==> src/rtl/bcd_calc_front.sv <==
// Operand entry, key debouncing and BCD add/subtract front end for the 7-segment scanner.
// Optional SHOW auto-clear is enabled by defining BCD_CALC_TIMEOUT_EN.
module bcd_calc_front #(
  parameter int unsigned DEB_CYC     = 250000,
  parameter int unsigned TIMEOUT_CYC = 25000000
) (
  input  logic       clk_sys,
  input  logic       rst,
  input  logic [3:0] din,
  input  logic       op_sub,
  input  logic       key_ent,
  input  logic       key_go,
  input  logic       key_clr,
  output logic [3:0] tens_bcd,
  output logic [3:0] ones_bcd,
  output logic       minus_out,
  output logic       busy,
  output logic       err
);

  localparam int unsigned CW = (DEB_CYC > 1) ? $clog2(DEB_CYC) : 1;
  localparam logic [CW-1:0] DEB_LAST = CW'(DEB_CYC - 1);

  typedef enum logic [2:0] {IDLE, GOT_A, GOT_B, CALC1, CALC2, SHOW} state_t;

  // Key vectors: bit 0 = ent, bit 1 = go, bit 2 = clr
  logic [2:0]    raw, s1, s2, acc, acc_d, pulse;
  logic [CW-1:0] cnt [3];

  assign raw = {key_clr, key_go, key_ent};

  always_ff @(posedge clk_sys or posedge rst) begin
    if (rst) begin
      s1    <= '0;
      s2    <= '0;
      acc   <= '0;
      acc_d <= '0;
      pulse <= '0;
      for (int unsigned k = 0; k < 3; k++) cnt[k] <= '0;
    end else begin
      s1    <= raw;
      s2    <= s1;
      acc_d <= acc;
      pulse <= acc & ~acc_d;
      // A sample matching the accepted level restarts the run of new-level samples
      for (int unsigned k = 0; k < 3; k++) begin
        if (s2[k] == acc[k]) begin
          cnt[k] <= '0;
        end else if (cnt[k] == DEB_LAST) begin
          acc[k] <= s2[k];
          cnt[k] <= '0;
        end else begin
          cnt[k] <= cnt[k] + 1'b1;
        end
      end
    end
  end

  logic ent_p, go_p, clr_p;
  assign ent_p = pulse[0];
  assign go_p  = pulse[1];
  assign clr_p = pulse[2];

  state_t     state, state_n;
  logic [3:0] a, a_n, b, b_n;
  logic       sub, sub_n;
  logic [5:0] r, r_n, mag;
  logic [3:0] tens_n, ones_n;
  logic       minus_n, err_n, din_ok;

`ifdef BCD_CALC_TIMEOUT_EN
  localparam int unsigned TW = (TIMEOUT_CYC > 1) ? $clog2(TIMEOUT_CYC) : 1;
  logic [TW-1:0] tmo, tmo_n;
`endif

  assign din_ok = (din <= 4'd9);
  assign busy   = (state == CALC1) || (state == CALC2);

  always_comb begin
    state_n = state;
    a_n     = a;
    b_n     = b;
    sub_n   = sub;
    r_n     = r;
    tens_n  = tens_bcd;
    ones_n  = ones_bcd;
    minus_n = minus_out;
    err_n   = 1'b0;
    mag     = '0;
`ifdef BCD_CALC_TIMEOUT_EN
    tmo_n   = '0;
`endif
    if (clr_p) begin
      state_n = IDLE;
      a_n     = '0;
      b_n     = '0;
      sub_n   = 1'b0;
      r_n     = '0;
      tens_n  = '0;
      ones_n  = '0;
      minus_n = 1'b0;
    end else begin
      case (state)
        IDLE, SHOW: begin
          if (ent_p) begin
            if (din_ok) begin
              a_n     = din;
              tens_n  = '0;
              ones_n  = din;
              minus_n = 1'b0;
              state_n = GOT_A;
            end else begin
              err_n = 1'b0 | 1'b1;
            end
          end
`ifdef BCD_CALC_TIMEOUT_EN
          // Any pulse restarts the idle count; expiry behaves like a clear
          if (state == SHOW && !(ent_p || go_p)) begin
            if (tmo == TW'(TIMEOUT_CYC - 1)) begin
              state_n = IDLE;
              a_n     = '0;
              b_n     = '0;
              tens_n  = '0;
              ones_n  = '0;
              minus_n = 1'b0;
            end else begin
              tmo_n = tmo + 1'b1;
            end
          end
`endif
        end
        GOT_A, GOT_B: begin
          if (ent_p) begin
            if (din_ok) begin
              b_n     = din;
              ones_n  = din;
              state_n = GOT_B;
            end else begin
              err_n = 1'b1;
            end
          end else if (go_p && state == GOT_B) begin
            sub_n   = op_sub;
            state_n = CALC1;
          end
        end
        CALC1: begin
          r_n     = sub ? ({2'b00, a} - {2'b00, b}) : ({2'b00, a} + {2'b00, b});
          state_n = CALC2;
        end
        CALC2: begin
          mag     = r[5] ? (~r + 6'd1) : r;
          tens_n  = (mag >= 6'd10) ? 4'd1 : 4'd0;
          ones_n  = 4'((mag >= 6'd10) ? (mag - 6'd10) : mag);
          minus_n = r[5];
          state_n = SHOW;
        end
        default: state_n = IDLE;
      endcase
    end
  end

  always_ff @(posedge clk_sys or posedge rst) begin
    if (rst) begin
      state     <= IDLE;
      a         <= '0;
      b         <= '0;
      sub       <= 1'b0;
      r         <= '0;
      tens_bcd  <= '0;
      ones_bcd  <= '0;
      minus_out <= 1'b0;
      err       <= 1'b0;
`ifdef BCD_CALC_TIMEOUT_EN
      tmo       <= '0;
`endif
    end else begin
      state     <= state_n;
      a         <= a_n;
      b         <= b_n;
      sub       <= sub_n;
      r         <= r_n;
      tens_bcd  <= tens_n;
      ones_bcd  <= ones_n;
      minus_out <= minus_n;
      err       <= err_n;
`ifdef BCD_CALC_TIMEOUT_EN
      tmo       <= tmo_n;
`endif
    end
  end

endmodule

==> config.mk <==
export PLATFORM = sky130hd
export DESIGN_NAME = bcd_calc_front
export DESIGN_NICKNAME = d
export VERILOG_FILES = /design/src/rtl/bcd_calc_front.sv
export SDC_FILE = /design/constraint.sdc
export NUM_CORES = 1
export LEC_CHECK = 0
export CORE_UTILIZATION = 59
export DETAILED_ROUTE_END_ITERATION = 10
export MAX_ROUTING_LAYER = met4
export PLACE_DENSITY = 0.78
export SETUP_SLACK_MARGIN = 0.15
export SLEW_MARGIN = 15
export SYNTH_ARGS = -nofsm -noshare
export SYNTH_HDL_FRONTEND = slang
export SYNTH_SLANG_ARGS = --single-unit
==> constraint.sdc <==
create_clock -name clk_sys -period 3.2 [get_ports clk_sys]
set_clock_uncertainty 0.05 [all_clocks]
set_input_delay 0.32 -clock clk_sys [delete_from_list [all_inputs] [get_ports clk_sys]]
set_output_delay 0.32 -clock clk_sys [all_outputs]
set_load 0.05 [all_outputs]
==> Word-level counts from Yosys, hierarchy flattened <==
Cells that the tools add are included.
{ "word_totals": {"register_bits": 97, "latch_bits": 0, "mem_bits_rw": 0, "mem_bits_ro": 0, "input_bits": 10, "out_inout_bits": 11, "word_cells": 118, "memories": 0} }
{ "op_classes": {"addsub": 7, "mul": 0, "div_mod_pow": 0, "magnitude_cmp": 2, "eq_ne": 18, "shifts": 0, "muxes": 43, "n_bitwise": 6, "reduce_logical": 23} }
{ "op_table": {"columns": ["cell", "count"], "rows": [
  ["2-to-1 mux 18 bit", 6],
  ["adder 18 x 1 -> 18 bit (second input constant)", 3],
  ["== test 18 bit (second input constant)", 3],
  ["2-to-1 mux 4 bit", 11],
  ["2-to-1 mux 6 bit", 4],
  ["2-to-1 mux 3 bit", 6],
  ["case mux 4 bit (2 select lines)", 2],
  ["AND reduction 3 bit", 5],
  ["2-to-1 mux 1 bit", 12],
  ["case mux 3 bit (4 select lines)", 1],
  ["nonzero test 2 bit", 6],
  ["inequality test 4 bit (second input constant)", 2],
  ["adder 6 x 1 -> 6 bit (second input constant)", 1],
  ["== test 3 x 2 -> 1 bit (second input constant)", 2],
  ["== test 3 bit (second input constant)", 2],
  ["greater-or-equal comparator 6 x 4 -> 1 bit (second input constant)", 1],
  ["inequality test 3 x 1 -> 1 bit (second input constant)", 2],
  ["inequality test 3 bit (second input constant)", 2],
  ["NOT 6 bit", 1],
  ["AND reduction 2 bit", 3],
  ["nonzero test 3 bit", 2],
  ["adder 4 x 4 -> 5 bit", 1],
  ["subtractor 4 x 4 -> 5 bit", 1],
  ["less-or-equal comparator 4 bit (second input constant)", 1],
  ["other kinds (14)", 19]
]} }

==> Depth between registers and ports, before layout <==
{ "logic_depth": {"depth_word": 7, "ltp_mapped": 9, "mapped_depth_nobuf": 9} }

==> Least setup slack after synthesis <==
No wires, ideal clock.
{ "synth_path": {"kind": "register -> register", "start": "reg r[1]", "end": "reg ones_bcd[2]", "t_arrival_ps": 1796, "t_required_ps": 3028, "slack_ps": 1232, "stages_incl_launch_ff": 9, "n_path_buf": 1, "cell_sequence": "dfrtp_1 -> buf_4 -> inv_1 -> ha_1 -> nor3b_2 -> a211o_1 -> nand3_1 -> a311o_1 -> a32o_1"} }
{ "synth_via": {"elab_chain_len": 7, "word_cells_on_any_way": 8, "cone_classes": "add/sub: 2; order compare: 1; mux: 4; bitwise: 1"} }
{ "synth_lines": {"columns": ["item", "line", "source"], "rows": [
  ["start, declared", "67", "logic [5:0] r, r_n, mag;"],
  ["start signal, assigned", "181", "r <= r_n;"],
  ["NOT 6 bit", "151", "mag = r[5] ? (~r + 6'd1) : r;"],
  ["adder 6 x 1 -> 6 bit", "151", null],
  ["2-to-1 mux 6 bit (*)", "151", null],
  ["greater-or-equal comparator 6 x 4 -> 1 bit / subtractor 4 bit (equally long branches)", "153", "ones_n = 4'((mag >= 6'd10) ? (mag - 6'd10) : mag);"],
  ["2-to-1 mux 4 bit (*)", "153", null],
  ["case mux 4 bit (2 select lines) (*)", "103", "case (state)"],
  ["2-to-1 mux 4 bit (*)", "93", "if (clr_p) begin"],
  ["end signal, assigned", "183", "ones_bcd <= ones_n;"],
  ["end, declared", "15", "output logic [3:0] ones_bcd,"]
]} }
Every way passes the cells marked *; elsewhere a longest branch is shown, timed or not.
A chain may end at the register's enable or synchronous reset.

==> Worst setup path after layout <==
{ "layout_path": {"start": "reg state[1]", "end": "out busy"} }
{ "layout_via": {"elab_chain_len": 2, "word_cells_on_any_way": 3, "cone_classes": "eq/ne: 2; reduce/logical: 1"} }
{ "layout_lines": {"columns": ["item", "line", "source"], "rows": [
  ["start, declared", "64", "state_t state, state_n;"],
  ["start signal, assigned", "177", "state <= state_n;"],
  ["== test 3 x 2 -> 1 bit / == test 3 bit (equally long branches)", null, null],
  ["logical OR 1 bit (*)", "77", "assign busy = (state == CALC1) || (state == CALC2);"],
  ["end, declared", "17", "output logic busy,"]
]} }
Marks and branches as above.

==> impl_metrics.py <==
metrics = {
    "run_status": {
        "run_status": "finished clean",
    },
    "global_route": {
        "first_pass_grt_wire_length_um": 16100,
        "number_of_antenna_violations_at_the_first_check_in_global_routing": 0,
        "gr-total-overflow": 0,
        "grt_util_all_layers_pct": 24.1,
        "maximum_number_of_pins_on_one_net_before_global_route_repair": 95,
        "vias_in_the_first_global_route": 3536,
    },
    "hold_path": {
        "hold_startpoint": "s1[0]$_DFF_PP0_",
        "min_path_cells": 0,
        "min_path_type": "register to register",
        "hold_end": "s2[0]$_DFF_PP0_",
    },
    "route": {
        "via_count": 3596,
        "drt_first_iter_violations": 335,
        "route.detailed.vias_per_inst": 5.70,
        "detail-route-antenna-nets": 0,
        "detail_route.wl_per_cell_um": 14.7,
        "finalWirelength_um": 9300,
        "drc_viols": 0,
        "number_of_search_and_repair_iterations_in_the_first_detailed_routing_pass": 4,
    },
    "critical_path": {
        "reg2reg_setup_slack_ns": 0.96,
        "crit-reg2reg-launch": "r[1]$_DFFE_PP0P_",
        "worst-endpoint-arrival_ns": 2.36,
        "critical_path.endpoint_type": "primary output",
        "criticalPathCategory": "register to primary output",
        "worstReg2RegEnd": "ones_bcd[2]$_DFFE_PP0P_",
        "start_kind": "register",
        "reg2reg_depth": 7,
        "cp_max_fo": 19,
        "timing.critical_path.required_ns": 2.83,
    },
    "run": {
        "cap_violations": 0,
    },
    "logic_synthesis": {
        "synth_sequential_area_ratio_pct": 47.3,
        "ys.warnings.count": 0,
        "synth.distinct_cells": 61,
        "postSynthAreaPerCell_um2": 9.70,
        "yosys_most_used_dff": "sky130_fd_sc_hd__dfrtp_1",
        "postSynthRegisterBits": 94,
        "syn-cell-area_um2": 4980,
        "yosysTopAreaCellShare_pct": 47.3,
        "post_synth_edffs": 0,
        "async_reset_ff_share_pct": 100,
        "cells_after_synth": 513,
        "synth_top_cell_by_area": "sky130_fd_sc_hd__dfrtp_1",
        "synth_top_cells_by_area": "sky130_fd_sc_hd__dfrtp_1 (47%), sky130_fd_sc_hd__xnor2_1 (6.7%), sky130_fd_sc_hd__nor2_1 (6.6%)",
    },
    "sta": {
        "hold_ws_ns": 0.308,
        "setup_viol": 0,
        "crit_path_time_final_ns": 2.73,
        "rsz0062_at_grt": "false",
        "relSlewSlack_pct": 48.6,
        "finalHoldViolations": 0,
        "setup_tns_ns": 0,
        "final_max_slew_viol_count": 0,
        "fmaxAchievable_ghz": 0.367,
        "tightestPinTransition_ns": 0.763,
        "post-route-worst-setup-slack_ns": 0.472,
        "fin_crit_sh_pct": 85.3,
    },
    "power": {
        "power_density_nw_per_um2": 418,
        "leakagePower_nw": 2.36,
        "fin_total_pwr_mw": 2.26,
        "vdd_ir_max_mv": 0.388,
    },
    "cts": {
        "clock_sink_count": 94,
        "clkTransAtPathRegs_ns": 0.09,
        "cts_buffer_depth": 2,
        "worst_skew_pair.late_latency_ns": 0.36,
        "h-tree-depth": 3,
        "cts_tree": "done",
        "ctsRootBufferMaster": "sky130_fd_sc_hd__clkbuf_8",
        "postCtsHoldBufs": 0,
        "post-cts-setup-buffer-count": 0,
        "cts_buffers": 9,
        "cts-resized-gates": 0,
    },
    "placement": {
        "globalplace.congestion": 0.949,
        "preCtsSetupSlack_ns": 0.852,
        "detailed_placement_wirelength_estimate_um": 6430,
        "buffer_ports.inserted": 17,
        "placed_area_um2": 5160,
        "placed_cells": 615,
    },
    "floorplanning": {
        "die_area_um2": 8810,
        "start_util_pct": 60.9,
        "chipHeight_um": 93.8,
        "num_rows": 33,
        "coreArea_um2": 8180,
        "die_w_um": 93.8,
        "pin_count": 21,
    },
    "layout": {
        "fillerInstances": 622,
        "final_cell_mix": "sky130_fd_sc_hd__dfrtp_1 (94), sky130_fd_sc_hd__nor2_1 (87), sky130_fd_sc_hd__xnor2_1 (38), sky130_fd_sc_hd__nand2_1 (35), sky130_fd_sc_hd__nand3_1 (24)",
        "drive_gt1_share_pct": 6.46,
        "num_antenna_cells": 0,
        "postLayoutCoreUtil_pct": 66.2,
        "finalNetCount": 546,
        "layout_commonest_cell": "sky130_fd_sc_hd__dfrtp_1",
        "areaGrowthSynthToFinish_pct": 8.78,
        "instances_no_fill": 631,
        "post_route_cell_area_um2": 5410,
    },
}
-- how the worst max path moves through the flow --
stage	from	slack (ns)	end	cells past startpoint
floorplan	rst	0.38	a[0]$_DFFE_PP0P_	1
global placement	din[2]	0.93	a[1]$_DFFE_PP0P_	6
detailed placement	din[2]	0.85	a[3]$_DFFE_PP0P_	6
CTS	state[1]$_DFFE_PP0P_	0.47	busy	4
global route	state[0]$_DFFE_PP0P_	0.34	busy	5
finish	state[1]$_DFFE_PP0P_	0.47	busy	4
-- cells in the mapped netlist, drive strengths merged, types with 8 or more instances --
master,instances
dfrtp,94
nor2,87
xnor2,38
nand2,35
inv,25
nand3,24
xor2,19
buf,18
nor3,17
a21oi,15
o21ai,15
ha,13
and3,9
nand4,8
nor4,8
-- critical path, stage by stage, from the launching register on --
cell and delay (ns):
sky130_fd_sc_hd__dfrtp_1 0.58, sky130_fd_sc_hd__inv_1 0.19, sky130_fd_sc_hd__nand3_1 0.24, sky130_fd_sc_hd__nand2_1 0.16
sky130_fd_sc_hd__clkdlybuf4s50_1 0.82
-- where the power goes --
group	internal, mW	switching, mW	leakage [nW]
clock network	0.546	0.427	0.127
registers	1.20	0.0103	1.28
logic	0.0237	0.0555	0.948
total	1.77	0.493	2.36
-- metal layers --
layer	part of all wire, %	up-vias	global-route usage [%]
met4	2.0	0	8.33
met1	47	1765	32.2
met5	0	-	-
met3	3.5	19	4.85
li1	-	1752	-
met2	48	60	37.0
-- state kept, by name (all words and copies together), names as in the netlist --
register   count
cnt           54
r              6
a              4
b              4
ones_bcd       4
acc            3
acc_d          3
pulse          3
s1             3
s2             3
state          3
err            1
minus_out      1
sub            1
tens_bcd       1
-- final cells by class --
| type | instances | area, um2 | share of cell area (%) |
|---|---|---|---|
| Multi-Input combinational cell | 372 | 2380 | 44.0 |
| Inverter | 25 | 95.1 | 1.76 |
| Clock buffer | 10 | 138 | 2.54 |
| Clock inverter | 6 | 116 | 2.15 |
| Tap cell | 105 | 131 | 2.43 |
| Timing Repair Buffer | 19 | 198 | 3.65 |
| Sequential cell | 94 | 2350 | 43.5 |
-- kinds of logic (layout without fill, tap and decap cells) --
logic type,Yosys count,in the layout,synth area share (%)
compound gates,60,60,8.57
flops,94,94,47.3
buf+inv,49,60,5.00
xor+xnor,57,57,10.0
fa+ha+maj,16,16,4.27
simple gates,225,225,22.5
mux,11,11,2.31
other cells,1,3,0.0754
No activity file was read; power rests on OpenSTA's default activity.
